[src/rtl/sumador_serie_top.sv]
// Bit-serial WIDTH-bit adder (LSB first, one full-adder cell + carry FF) with start/busy/done handshake.
// Latency WIDTH+1 cycles from accept to done; start ignored while busy. Optional SUMADOR_OVF_EN adds overflow_o.
module sumador_serie_top #(
  parameter int WIDTH = 8
) (
  input  logic             clk_i,
  input  logic             rst_ni,
  input  logic             start_i,
  input  logic [WIDTH-1:0] data0_i,
  input  logic [WIDTH-1:0] data1_i,
  output logic [WIDTH-1:0] result_o,
  output logic             carry_o,
`ifdef SUMADOR_OVF_EN
  output logic             overflow_o,
`endif
  output logic             busy_o,
  output logic             done_o
);

  localparam int CW = $clog2(WIDTH);
  localparam logic [CW-1:0] LAST = CW'(WIDTH - 1);

  typedef enum logic [1:0] {IDLE, SHIFT, DONE} state_t;

  state_t           state;
  state_t           state_next;
  logic             accept;
  logic             last_bit;

  logic [WIDTH-1:0] a_sh;
  logic [WIDTH-1:0] b_sh;
  logic [WIDTH-1:0] sum_sh;
  logic [WIDTH-1:0] sum_next;
  logic             carry;
  logic             carry_next;
  logic             sum_bit;
  logic [CW-1:0]    cnt;

  // Single full-adder cell on the current LSBs.
  assign sum_bit    = a_sh[0] ^ b_sh[0] ^ carry;
  assign carry_next = (a_sh[0] & b_sh[0]) | (a_sh[0] & carry) | (b_sh[0] & carry);
  assign sum_next   = (sum_sh >> 1) | {sum_bit, {(WIDTH-1){1'b0}}};

  always_ff @(posedge clk_i) begin
    if (!rst_ni) begin
      state <= IDLE;
    end else begin
      state <= state_next;
    end
  end

  always_comb begin
    state_next = state;
    accept     = 1'b0;
    last_bit   = 1'b0;
    case (state)
      IDLE: begin
        if (start_i) begin
          accept     = 1'b1;
          state_next = SHIFT;
        end
      end
      SHIFT: begin
        if (cnt == LAST) begin
          last_bit   = 1'b1;
          state_next = DONE;
        end
      end
      DONE:    state_next = IDLE;
      default: state_next = IDLE;
    endcase
  end

  assign busy_o = (state == SHIFT);
  assign done_o = (state == DONE);

  always_ff @(posedge clk_i) begin
    if (!rst_ni) begin
      a_sh     <= '0;
      b_sh     <= '0;
      sum_sh   <= '0;
      carry    <= 1'b0;
      cnt      <= '0;
      result_o <= '0;
      carry_o  <= 1'b0;
`ifdef SUMADOR_OVF_EN
      overflow_o <= 1'b0;
`endif
    end else if (accept) begin
      a_sh   <= data0_i;
      b_sh   <= data1_i;
      sum_sh <= '0;
      carry  <= 1'b0;
      cnt    <= '0;
    end else if (state == SHIFT) begin
      a_sh   <= a_sh >> 1;
      b_sh   <= b_sh >> 1;
      sum_sh <= sum_next;
      carry  <= carry_next;
      cnt    <= cnt + CW'(1);
      // Outputs take the post-edge values so they are valid throughout DONE.
      if (last_bit) begin
        result_o <= sum_next;
        carry_o  <= carry_next;
`ifdef SUMADOR_OVF_EN
        // carry here is the carry into the MSB; carry_next is the carry out.
        overflow_o <= carry ^ carry_next;
`endif
      end
    end
  end

endmodule

[config.mk]
export PLATFORM = sky130hd
export DESIGN_NAME = sumador_serie_top
export DESIGN_NICKNAME = d
export VERILOG_FILES = /design/src/rtl/sumador_serie_top.sv
export SDC_FILE = /design/constraint.sdc
export NUM_CORES = 1
export LEC_CHECK = 0
export ABC_AREA = 1
export BUFFER_PORTS_ARGS = -buffer_cell sky130_fd_sc_hd__clkbuf_2
export CELL_PAD_IN_SITES_DETAIL_PLACEMENT = 0
export CELL_PAD_IN_SITES_GLOBAL_PLACEMENT = 1
export CORE_ASPECT_RATIO = 1.75
export CORE_MARGIN = 2
export CORE_UTILIZATION = 42
export DETAILED_ROUTE_END_ITERATION = 10
export PLACE_DENSITY = 0.94
export SLEW_MARGIN = 5
export SYNTH_ARGS = -nofsm -noshare
export SYNTH_HDL_FRONTEND = slang
export SYNTH_SLANG_ARGS = --single-unit
[constraint.sdc]
create_clock -name clk_i -period 3.31 [get_ports clk_i]
set_input_delay 0.662 -clock clk_i [delete_from_list [all_inputs] [get_ports clk_i]]
set_output_delay 0.662 -clock clk_i [all_outputs]
set_load 0.005 [all_outputs]
### Word-level counts from Yosys, hierarchy flattened

Cells that the tools add are included.

| cells by class | value |
|---|---|
| mux-type cells | 11 |
| reduce and logical (&&, ||, !) cells | 5 |
| bitwise operators | 10 |
| $add $sub $neg | 1 |
| eq/ne operators | 5 |

Operators with widths:

| cell | count |
|---|---|
| $mux 8 | 4 |
| $or 7x8->8 | 1 |
| $mux 1 | 4 |
| $mux 2 | 2 |
| $pmux 2 s2 | 1 |
| $add 3x1->3 const B | 1 |
| $and 1x1->1 | 3 |
| $eq 3x3->1 const B | 1 |
| $reduce_and 3->1 | 1 |
| $eq 2x1->1 const B | 1 |
| $eq 2x2->1 const B | 1 |
| $logic_not 2->1 | 1 |
| $ne 2x1->1 const B | 1 |
| $ne 2x2->1 const B | 1 |
| $not 1->1 | 2 |
| $or 1x1->1 | 2 |
| $reduce_and 2->1 | 1 |
| $reduce_bool 2->1 | 1 |
| $reduce_or 2->1 | 1 |
| $xor 1x1->1 | 2 |

| storage, ports and cells | value |
|---|---|
| output and inout port bits | 11 |
| register bits | 39 |

### Longest topological paths before layout

Gate-level depths: netlist of run 1.

| depth | value |
|---|---|
| word-level depth | 4 |
| gate-level depth with buffers | 8 |
| gate-level depth less buffers | 8 |

### Least setup slack after synthesis of run 1

OpenSTA, ideal clock, no wires.

| timing | value |
|---|---|
| path kind | flip-flop to output port |
| start point | register state[0] |
| end point | output port busy_o |
| slack | 1838 ps |
| arrival time | 810 ps |
| stages on the path, launching flop included | 5 |
| buffers on the path | 2 |
| cell sequence | dfxtp_1 -> buf_4 -> inv_1 -> nor2_2 -> buf_4 |

| between the ends | value |
|---|---|
| word-level cells in the longest chain between the ends | 1 |

Ends and longest elaborated chain:

| what | RTL line | source |
|---|---|---|
| start: declaration | 25 | `state_t state;` |
| start signal: assignment | 48 | `state <= state_next;` |
| $eq 2x1->1 | 74 | `assign busy_o = (state == SHIFT);` |
| end: declaration | 16 | `output logic busy_o,` |

Every way passes these cells.

### Final worst setup path of run 1

Same ends and word-level chain as after synthesis.

==> flow_metrics.py, run 1 <==
metrics = {
    "yosys": {
        "yosys-top-cells-count": "85 x nand2_1, 38 x dfxtp_1, 34 x nand3_1",
        "synth_fp_nets": 257,
        "synthesis.area_sq_mm": 0.00167,
        "async_flop_share": 0,
        "ys_seq_area_frac": 0.454,
        "synth_area_leaders": "dfxtp_1 45%, nand2_1 19%, nand3_1 10%",
        "synth_top_cell_area_share": 0.454,
        "yosysTopAreaCell": "dfxtp_1",
        "yosys_register_bits": 38,
        "synth_edf_count": 0,
        "syn_inst": 235,
        "synth_warnings": 0,
        "synth_cell_types": 21,
        "yosysMostFrequentCell": "nand2_1",
        "synth_area_per_cell_sq_um": 7.12,
        "synthFlopType": "dfxtp_1",
    },
    "cts": {
        "clock_latency_ns": 0.29,
        "cts_tree": "done",
        "cts-buffers-inserted": 5,
        "htreeDepth": 2,
        "hold_buffers": 0,
        "postCtsSetupBuffers": 0,
        "clock-root-buffer": "clkbuf_8",
        "clk_pin_slew_ns": 0.07,
        "clk_path_buf_depth": 2,
        "post_cts_resized": 0,
        "clkSinkCount": 38,
    },
    "setup_path": {
        "cp_max_fo": 17,
        "cpPeakStageDelay_ns": 0.40,
        "slowest_stage": "nor2_2",
        "endpoint_kind": "output pin",
        "worstSetupPathType": "reg -> out",
        "crit_required_ns": 2.65,
        "critPathArrivalTime_ns": 1.51,
        "crit_chain": "buf_4, inv_1, nor2_2, clkbuf_2",
        "start_kind": "register",
    },
    "finish": {
        "fillers": 428,
        "antennaDiodeCount": 0,
        "nets": 281,
        "drive_gt1_frac": 0.174,
        "syn2layout_area_growth_pct": 12.9,
        "fin_area_sq_mm": 0.00189,
    },
    "detailed_routing": {
        "ant_nets": 0,
        "drc": 0,
        "drtIter0Drc": 46,
        "wirelength_um": 3300,
        "dr.pass1.iters": 4,
        "viasPerCell": 4.75,
        "dr_total_vias": 1453,
        "wire_per_inst_um": 10.8,
    },
    "timing": {
        "rsz0062_at_grt": "no",
        "worstMarginPinSlew_ns": 0.509,
        "final-hold-violation-count": 0,
        "fin_ws_ns": 1.13,
        "period_needed_ns": 2.18,
        "slew_headroom": 0.660,
        "clock.fmax_mhz": 460,
        "clock_skew_ns": 0.00567,
        "tns_ns": 0,
        "slew_viol_final": 0,
        "fin_crit_sh": 0.657,
        "setup_viol_count_final": 0,
        "whs_ns": 0.465,
    },
    "place": {
        "gp_congestion": 0.771,
        "place_ws_ns": 1.43,
        "hpwl_um": 2340,
        "numPortBuffers": 29,
        "postPlaceCellArea_sq_mm": 0.00181,
    },
    "global_route": {
        "grt_pass1_vias": 1379,
        "overflow": 0,
        "antenna_found_initial": 0,
        "grt_pass1_wl_um": 5820,
        "grt_max_degree": 18,
        "track_usage": 0.170,
    },
    "power_and_ir_drop": {
        "leakagePower_nw": 0.917,
        "power.density_mw_per_mm2": 472,
        "finalPower_w": 0.000892,
        "peakVddDrop_mv": 0.281,
    },
    "job": {
        "cap_violations": 0,
    },
    "floorplan": {
        "io_pins": 30,
        "num_rows": 30,
        "dieArea_sq_mm": 0.00453,
        "core_area_sq_mm": 0.00387,
        "start_util": 0.433,
        "dieHeight_um": 87.5,
        "die_x_um": 51.7,
    },
    "worst_hold_path": {
        "hold_class": "reg -> reg",
    },
    "outcome": {
        "status": "finished clean",
    },
}
## placed cells by master, fill, tap and decap left out, types with 2 or more instances in the layout
cell	Yosys	routed
ha_1	2	2
dfxtp_1	38	38
clkbuf_8	0	6
nor2_1	8	8
nor2_2	2	2
inv_2	3	3
clkbuf_2	1	29
nand2_2	2	2
a21oi_1	25	25
inv_1	17	17
nand2_1	85	85
nand3_1	34	34
## critical path, delay by kind of cell, from the launching register on
| kind | cells | cell delay, ns |
|---|---|---|
| buffers and inverters | 3 | 0.51 |
| and+or+nand+nor | 1 | 0.40 |
| DFF | 1 | 0.31 |
## per-layer routing
| metal | vias to the layer above | track usage | wire length, um | share of wire |
|---|---|---|---|---|
| met1 | 624 | 0.188 | 1380 | 0.42 |
| met2 | 36 | 0.294 | 1670 | 0.51 |
| met5 | - | 0 | 0 | 0 |
| met4 | 0 | 0.0789 | 73 | 0.022 |
| li1 | 787 | - | - | - |
| met3 | 6 | 0.0498 | 172 | 0.052 |
## sequential cells by signal (all words and copies together), names as in the netlist
register  flops
state         2
b_sh          8
sum_sh        7
carry_o       1
result_o      8
a_sh          8
cnt           3
carry         1
## per-stage QoR
stage / util / std cells
global placement: 0.468 / 300
finish: 0.489 / 306
global route: 0.489 / 306
floorplan: - / 235
detailed placement: 0.468 / 300
CTS: 0.489 / 306
## cell type report
cell class	count	area [sq um]	area share
clock buffer	6	82.6	0.0437
timing repair buffer	30	153	0.0807
tap	48	60.1	0.0318
sequential	38	761	0.402
multi-input combinational	163	756	0.400
inverter	21	78.8	0.0417
## final timing paths
| kind | start | endpoint | slack (ns) | cells past startpoint |
|---|---|---|---|---|
| min | sum_sh[3]$_SDFFE_PP0N_ | result_o[2]$_SDFFE_PN0P_ | 0.47 | 2 |
| min reg2reg | sum_sh[3]$_SDFFE_PP0N_ | result_o[2]$_SDFFE_PN0P_ | 0.47 | 2 |
| max reg2reg | state[0]$_SDFFE_PN0P_ | cnt[0]$_SDFFE_PP0N_ | 1.70 | 5 |
| max | state[0]$_SDFFE_PN0P_ | busy_o | 1.13 | 4 |
## kinds of logic after synthesis
group | Yosys count | share of synthesized area
compound gates | 27 | 0.0874
xor+xnor | 1 | 0.00523
fa+ha+maj | 3 | 0.0269
buf+inv | 34 | 0.0942
flops | 38 | 0.454
simple gates | 132 | 0.332
## power by group
group / internal (W) / switching (W) / leakage, nW / total (W)
logic: 0.0000346 / 0.0000626 / 0.564 / 0.0000972
registers: 0.000475 / 0.00000980 / 0.310 / 0.000485
clock network: 0.000160 / 0.000149 / 0.0431 / 0.000309
total: 0.000670 / 0.000221 / 0.917 / 0.000892
Note: power is estimated with default switching activity, not from simulation.
==> inputs of run 2 (changes only) <==
--- a/config.mk
+++ b/config.mk
@@ -5,15 +5,15 @@
 export SDC_FILE = /design/constraint.sdc
 export NUM_CORES = 1
 export LEC_CHECK = 0
-export ABC_AREA = 1
+export ABC_AREA = 0
 export BUFFER_PORTS_ARGS = -buffer_cell sky130_fd_sc_hd__clkbuf_2
 export CELL_PAD_IN_SITES_DETAIL_PLACEMENT = 0
 export CELL_PAD_IN_SITES_GLOBAL_PLACEMENT = 1
 export CORE_ASPECT_RATIO = 1.75
 export CORE_MARGIN = 2
-export CORE_UTILIZATION = 42
+export CORE_UTILIZATION = 36
 export DETAILED_ROUTE_END_ITERATION = 10
-export PLACE_DENSITY = 0.94
+export PLACE_DENSITY = 0.85
 export SLEW_MARGIN = 5
 export SYNTH_ARGS = -nofsm -noshare
 export SYNTH_HDL_FRONTEND = slang
==> constraint.sdc (replaced) <==
create_clock -name clk_i -period 1.8 [get_ports clk_i]
set_input_delay 0.36 -clock clk_i [delete_from_list [all_inputs] [get_ports clk_i]]
set_output_delay 0.36 -clock clk_i [all_outputs]
set_load 0.005 [all_outputs]
==> flow_metrics.py, run 2 <==
metrics = {
    "outcome": {
        "status": "finished clean",
    },
    "cts": {
        "clk_pin_slew_ns": 0.08,
        "clk_path_buf_depth": 2,
        "cts_tree": "done",
        "post_cts_resized": 0,
        "htreeDepth": 2,
        "clock-root-buffer": "clkbuf_8",
        "hold_buffers": 0,
        "clock_latency_ns": 0.29,
        "postCtsSetupBuffers": 0,
        "clkSinkCount": 38,
        "cts-buffers-inserted": 5,
    },
    "detailed_routing": {
        "drc": 0,
        "dr.pass1.iters": 3,
        "ant_nets": 0,
        "drtIter0Drc": 23,
        "dr_total_vias": 1342,
        "wire_per_inst_um": 11.6,
        "viasPerCell": 5.03,
        "wirelength_um": 3100,
    },
    "yosys": {
        "yosysTopAreaCell": "dfxtp_1",
        "synthesis.area_sq_mm": 0.00158,
        "yosysMostFrequentCell": "nand2_1",
        "synth_top_cell_area_share": 0.483,
        "async_flop_share": 0,
        "synth_warnings": 0,
        "synth_edf_count": 0,
        "synthFlopType": "dfxtp_1",
        "synth_fp_nets": 211,
        "synth_cell_types": 30,
        "syn_inst": 189,
        "synth_area_per_cell_sq_um": 8.34,
        "yosys_register_bits": 38,
        "yosys-top-cells-count": "45 x nand2_1, 38 x dfxtp_1, 34 x a21oi_1",
        "synth_area_leaders": "dfxtp_1 48%, a21oi_1 11%, nand2_1 11%",
        "ys_seq_area_frac": 0.483,
    },
    "finish": {
        "final_common_cell": "nand2_1",
        "syn2layout_area_growth_pct": 19.5,
        "antennaDiodeCount": 0,
        "drive_gt1_frac": 0.229,
        "fillers": 461,
        "layout.cells.most_common_list": "45 x nand2_1, 38 x dfxtp_1, 34 x a21oi_1",
        "nets": 239,
        "final_core_util": 0.450,
        "largestRegisters": "a_sh x8, b_sh x8, result_o x8",
    },
    "setup_path": {
        "slowest_stage": "dfxtp_1",
        "cp.buffers_inverters": 2,
        "critPathArrivalTime_ns": 1.24,
        "start_kind": "register",
        "worstSetupPathType": "reg -> out",
        "ff2ff_setup_slack_ns": 0.40,
        "path_delay_family": "flip-flops",
        "endpoint_kind": "output pin",
        "reg2regPathDepth": 5,
        "rr_endpoint": "carry_o$_SDFFE_PN0P_",
        "crit_required_ns": 1.44,
        "crit_chain": "nand2b_1, inv_2, clkbuf_2",
        "cpPeakStageDelay_ns": 0.52,
        "cp_max_fo": 10,
        "reg2reg_from": "state[0]$_SDFFE_PN0P_",
    },
    "floorplan": {
        "dieHeight_um": 91.5,
        "start_util": 0.376,
        "die_x_um": 54.0,
        "core_area_sq_mm": 0.00419,
        "io_pins": 30,
        "dieArea_sq_mm": 0.00495,
        "num_rows": 31,
    },
    "global_route": {
        "overflow": 0,
        "track_usage": 0.144,
        "grt.busiest_layer": "met2",
        "antenna_found_initial": 0,
        "grt_max_degree": 26,
        "global_route.usage.met2": 0.252,
        "grt_pass1_vias": 1284,
        "grt_pass1_wl_um": 5330,
        "gr-usage-met3": 0.0345,
        "grt_use_met1": 0.148,
    },
    "place": {
        "place_ws_ns": 0.409,
        "gp_congestion": 0.718,
        "hpwl_um": 2150,
        "numPortBuffers": 29,
    },
    "power_and_ir_drop": {
        "power.density_mw_per_mm2": 1050,
        "p_switching_w": 0.000429,
        "p_clk_frac": 0.454,
        "leakagePower_nw": 0.741,
        "finalPower_w": 0.00197,
        "p_sw_frac": 0.218,
        "pwr-share-seq": 0.457,
        "comb_power_share": 0.090,
        "internal_power_w": 0.00154,
        "peakVddDrop_mv": 0.688,
    },
    "timing": {
        "worstMarginPinSlew_ns": 0.364,
        "whs_ns": 0.303,
        "clock.fmax_mhz": 624,
        "fin_ws_ns": 0.197,
        "slew_viol_final": 0,
        "tns_ns": 0,
        "period_needed_ns": 1.60,
        "setup_viol_count_final": 0,
        "slew_headroom": 0.757,
        "rsz0062_at_grt": "no",
        "final-hold-violation-count": 0,
        "clock_skew_ns": 0.00999,
        "fin_crit_sh": 0.891,
    },
    "job": {
        "cap_violations": 0,
    },
    "worst_hold_path": {
        "hold_class": "in -> reg",
        "min_to": "b_sh[7]$_SDFFE_PN0P_",
        "min_path_cells": 3,
        "hp-start": "data1_i[7]",
    },
}
[run 2: final cells by class]
cell class | count | area (sq um) | share of cell area
Sequential cell | 38 | 761 | 0.404
Multi-Input combinational cell | 134 | 714 | 0.379
Timing Repair Buffer | 36 | 198 | 0.105
Clock buffer | 6 | 82.6 | 0.0438
Tap cell | 49 | 61.3 | 0.0325
Clock inverter | 2 | 60.1 | 0.0319
Inverter | 2 | 7.51 | 0.00398
[run 2: stage by stage]
step,cells,instance area [sq um]
after floorplan,189,1580
after global placement,259,1740
after detailed placement,259,1740
after CTS,267,1880
after global routing,267,1880
final,267,1880
[run 2: worst max path at each step]
stage / start / to / slack, ns / cells after the start
global route: state[0]$_SDFFE_PN0P_ / busy_o / 0.09 / 3
detailed placement: state[0]$_SDFFE_PN0P_ / result_o[4]$_SDFFE_PN0P_ / 0.41 / 5
finish: state[0]$_SDFFE_PN0P_ / busy_o / 0.20 / 3
floorplan: state[0]$_SDFFE_PN0P_ / a_sh[1]$_SDFFE_PN0P_ / 0.51 / 6
global placement: start_i / a_sh[6]$_SDFFE_PN0P_ / 0.43 / 5
CTS: state[0]$_SDFFE_PN0P_ / busy_o / 0.18 / 3
[run 2: power groups by stage]
stage	sequential, W	clock [W]	combinational (W)
final	0.000901	0.000895	0.000177
after global routing	0.000907	0.000949	0.000204
after CTS	0.000902	0.000913	0.000179
after detailed placement	0.000921	0	0.000179
after global placement	0.000920	0	0.000178
after floorplan	0.000912	0	0.000143
[run 2: cells by family after synthesis]
group / synth area share
xor gates and xnor gates: 0.00556
DFF: 0.483
and+or+nand+nor: 0.194
adders and majority gates: 0.0286
AOI/OAI and AO/OA: 0.225
buffers and inverters: 0.0643
[run 2: routing by layer]
metal	share of wire	vias to the layer above
li1	-	697
met1	0.40	615
met2	0.54	24
met3	0.034	6
met4	0.025	0
met5	0	-
[run 2: worst reg2reg max path, stage by stage (launching register included)]
cell and delay (ns):
dfxtp_1 0.52, nand2b_1 0.14, inv_2 0.16, buf_4 0.25
nand3_1 0.11, a21boi_0 0.16
==> inputs of run 3 (changes only) <==
--- a/config.mk
+++ b/config.mk
@@ -10,10 +10,9 @@
 export CELL_PAD_IN_SITES_DETAIL_PLACEMENT = 0
 export CELL_PAD_IN_SITES_GLOBAL_PLACEMENT = 1
 export CORE_ASPECT_RATIO = 1.75
-export CORE_MARGIN = 2
-export CORE_UTILIZATION = 36
+export CORE_UTILIZATION = 43
 export DETAILED_ROUTE_END_ITERATION = 10
-export PLACE_DENSITY = 0.85
+export PLACE_DENSITY = 0.94
 export SLEW_MARGIN = 5
 export SYNTH_ARGS = -nofsm -noshare
 export SYNTH_HDL_FRONTEND = slang
==> constraint.sdc (replaced) <==
create_clock -name clk_i -period 1.9 [get_ports clk_i]
set_input_delay 0.38 -clock clk_i [delete_from_list [all_inputs] [get_ports clk_i]]
set_output_delay 0.38 -clock clk_i [all_outputs]
set_load 0.005 [all_outputs]
==> flow_metrics.py, run 3 (synthesis results as in run 2) <==
metrics = {
    "outcome": {
        "status": "finished clean",
    },
    "floorplan": {
        "dieHeight_um": 82.1,
        "core_area_sq_mm": 0.00343,
        "num_rows": 28,
        "start_util": 0.459,
        "io_pins": 30,
        "die_x_um": 47.8,
        "dieArea_sq_mm": 0.00392,
    },
    "global_route": {
        "grt_pass1_wl_um": 5270,
        "grt_pass1_vias": 1253,
        "antenna_found_initial": 0,
        "overflow": 0,
        "track_usage": 0.187,
        "grt_max_degree": 26,
    },
    "power_and_ir_drop": {
        "power.density_mw_per_mm2": 911,
        "leakagePower_nw": 0.726,
        "peakVddDrop_mv": 0.667,
        "finalPower_w": 0.00169,
    },
    "finish": {
        "final_common_cell": "nand2_1",
        "drive_gt1_frac": 0.226,
        "syn2layout_area_growth_pct": 17.4,
        "layout.cells.most_common_list": "45 x nand2_1, 38 x dfxtp_1, 34 x a21oi_1",
        "final_core_util": 0.539,
        "nets": 238,
        "antennaDiodeCount": 0,
        "largestRegisters": "a_sh x8, b_sh x8, result_o x8",
    },
    "setup_path": {
        "crit_chain": "nand2b_1, inv_2, clkbuf_2",
        "worstSetupPathType": "reg -> out",
        "slowest_stage": "dfxtp_1",
        "path_delay_family": "flip-flops",
        "crit_required_ns": 1.52,
        "endpoint_kind": "output pin",
        "cp.buffers_inverters": 2,
        "critPathArrivalTime_ns": 1.32,
        "cp_max_fo": 15,
        "cpPeakStageDelay_ns": 0.50,
        "start_kind": "register",
    },
    "cts": {
        "postCtsSetupBuffers": 0,
        "clkSinkCount": 38,
        "hold_buffers": 0,
        "htreeDepth": 2,
        "clk_pin_slew_ns": 0.07,
        "post_cts_resized": 0,
        "cts_tree": "done",
        "clock-root-buffer": "clkbuf_8",
        "clock_latency_ns": 0.29,
        "cts-buffers-inserted": 5,
        "clk_path_buf_depth": 2,
    },
    "timing": {
        "fin_crit_sh": 0.895,
        "slew_viol_final": 0,
        "clock.fmax_mhz": 588,
        "period_needed_ns": 1.70,
        "clock_skew_ns": 0.00499,
        "final-hold-violation-count": 0,
        "setup_viol_count_final": 0,
        "slew_headroom": 0.747,
        "worstMarginPinSlew_ns": 0.378,
        "tns_ns": 0,
        "whs_ns": 0.322,
        "rsz0062_at_grt": "no",
    },
    "place": {
        "hpwl_um": 2110,
        "numPortBuffers": 29,
        "gp_congestion": 0.745,
    },
    "detailed_routing": {
        "dr.pass1.iters": 3,
        "wirelength_um": 3050,
        "dr_total_vias": 1323,
        "drtIter0Drc": 15,
        "ant_nets": 0,
        "wire_per_inst_um": 11.7,
        "drc": 0,
        "viasPerCell": 5.05,
    },
    "job": {
        "cap_violations": 0,
    },
    "worst_hold_path": {
        "hold_class": "in -> reg",
    },
}
## run 3: layout make-up
cell class	count	area, sq um
Clock buffer	5	68.8
Clock inverter	3	40.0
Fill cell	381	1580
Inverter	2	7.51
Multi-Input combinational cell	134	714
Sequential cell	38	761
Tap cell	45	56.3
Timing Repair Buffer	35	203
## run 3: metrics by stage
| stage | setup WS (ns) | instance area, sq um | instances |
|---|---|---|---|
| floorplan | 0.613 | 1580 | 189 |
| global placement | 0.508 | 1740 | 254 |
| detailed placement | 0.472 | 1740 | 254 |
| CTS | 0.173 | 1850 | 262 |
| global route | 0.0827 | 1850 | 262 |
| finish | 0.199 | 1850 | 262 |
## run 3: worst paths after layout
check | end | from | slack (ns) | depth (start not counted)
setup reg to reg | result_o[1]$_SDFFE_PN0P_ | state[0]$_SDFFE_PN0P_ | 0.52 | 5
setup / recovery | busy_o | state[0]$_SDFFE_PN0P_ | 0.20 | 3
hold / removal | a_sh[7]$_SDFFE_PN0P_ | data0_i[7] | 0.32 | 3
hold reg to reg | a_sh[4]$_SDFFE_PN0P_ | a_sh[5]$_SDFFE_PN0P_ | 0.45 | 2
## run 3: layer usage
layer / track usage / vias to the layer above / share of wire
li1: - / 691 / -
met3: 0.0565 / 5 / 0.036
met4: 0.0750 / 0 / 0.022
met1: 0.195 / 602 / 0.41
met2: 0.330 / 25 / 0.54
met5: 0 / - / 0
## run 3: tightest hold or removal path, stage by stage
cell	delay, ns
clkbuf_2	0.08
nand2_1	0.04
a21boi_0	0.06
## run 3: power breakdown
group | switching [W] | leakage (nW) | total (W) | internal (W)
Clock | 0.000273 | 0.0579 | 0.000659 | 0.000386
Combinational | 0.0000975 | 0.358 | 0.000172 | 0.0000741
Sequential | 0.0000229 | 0.310 | 0.000854 | 0.000831
Total | 0.000394 | 0.726 | 0.00169 | 0.00129
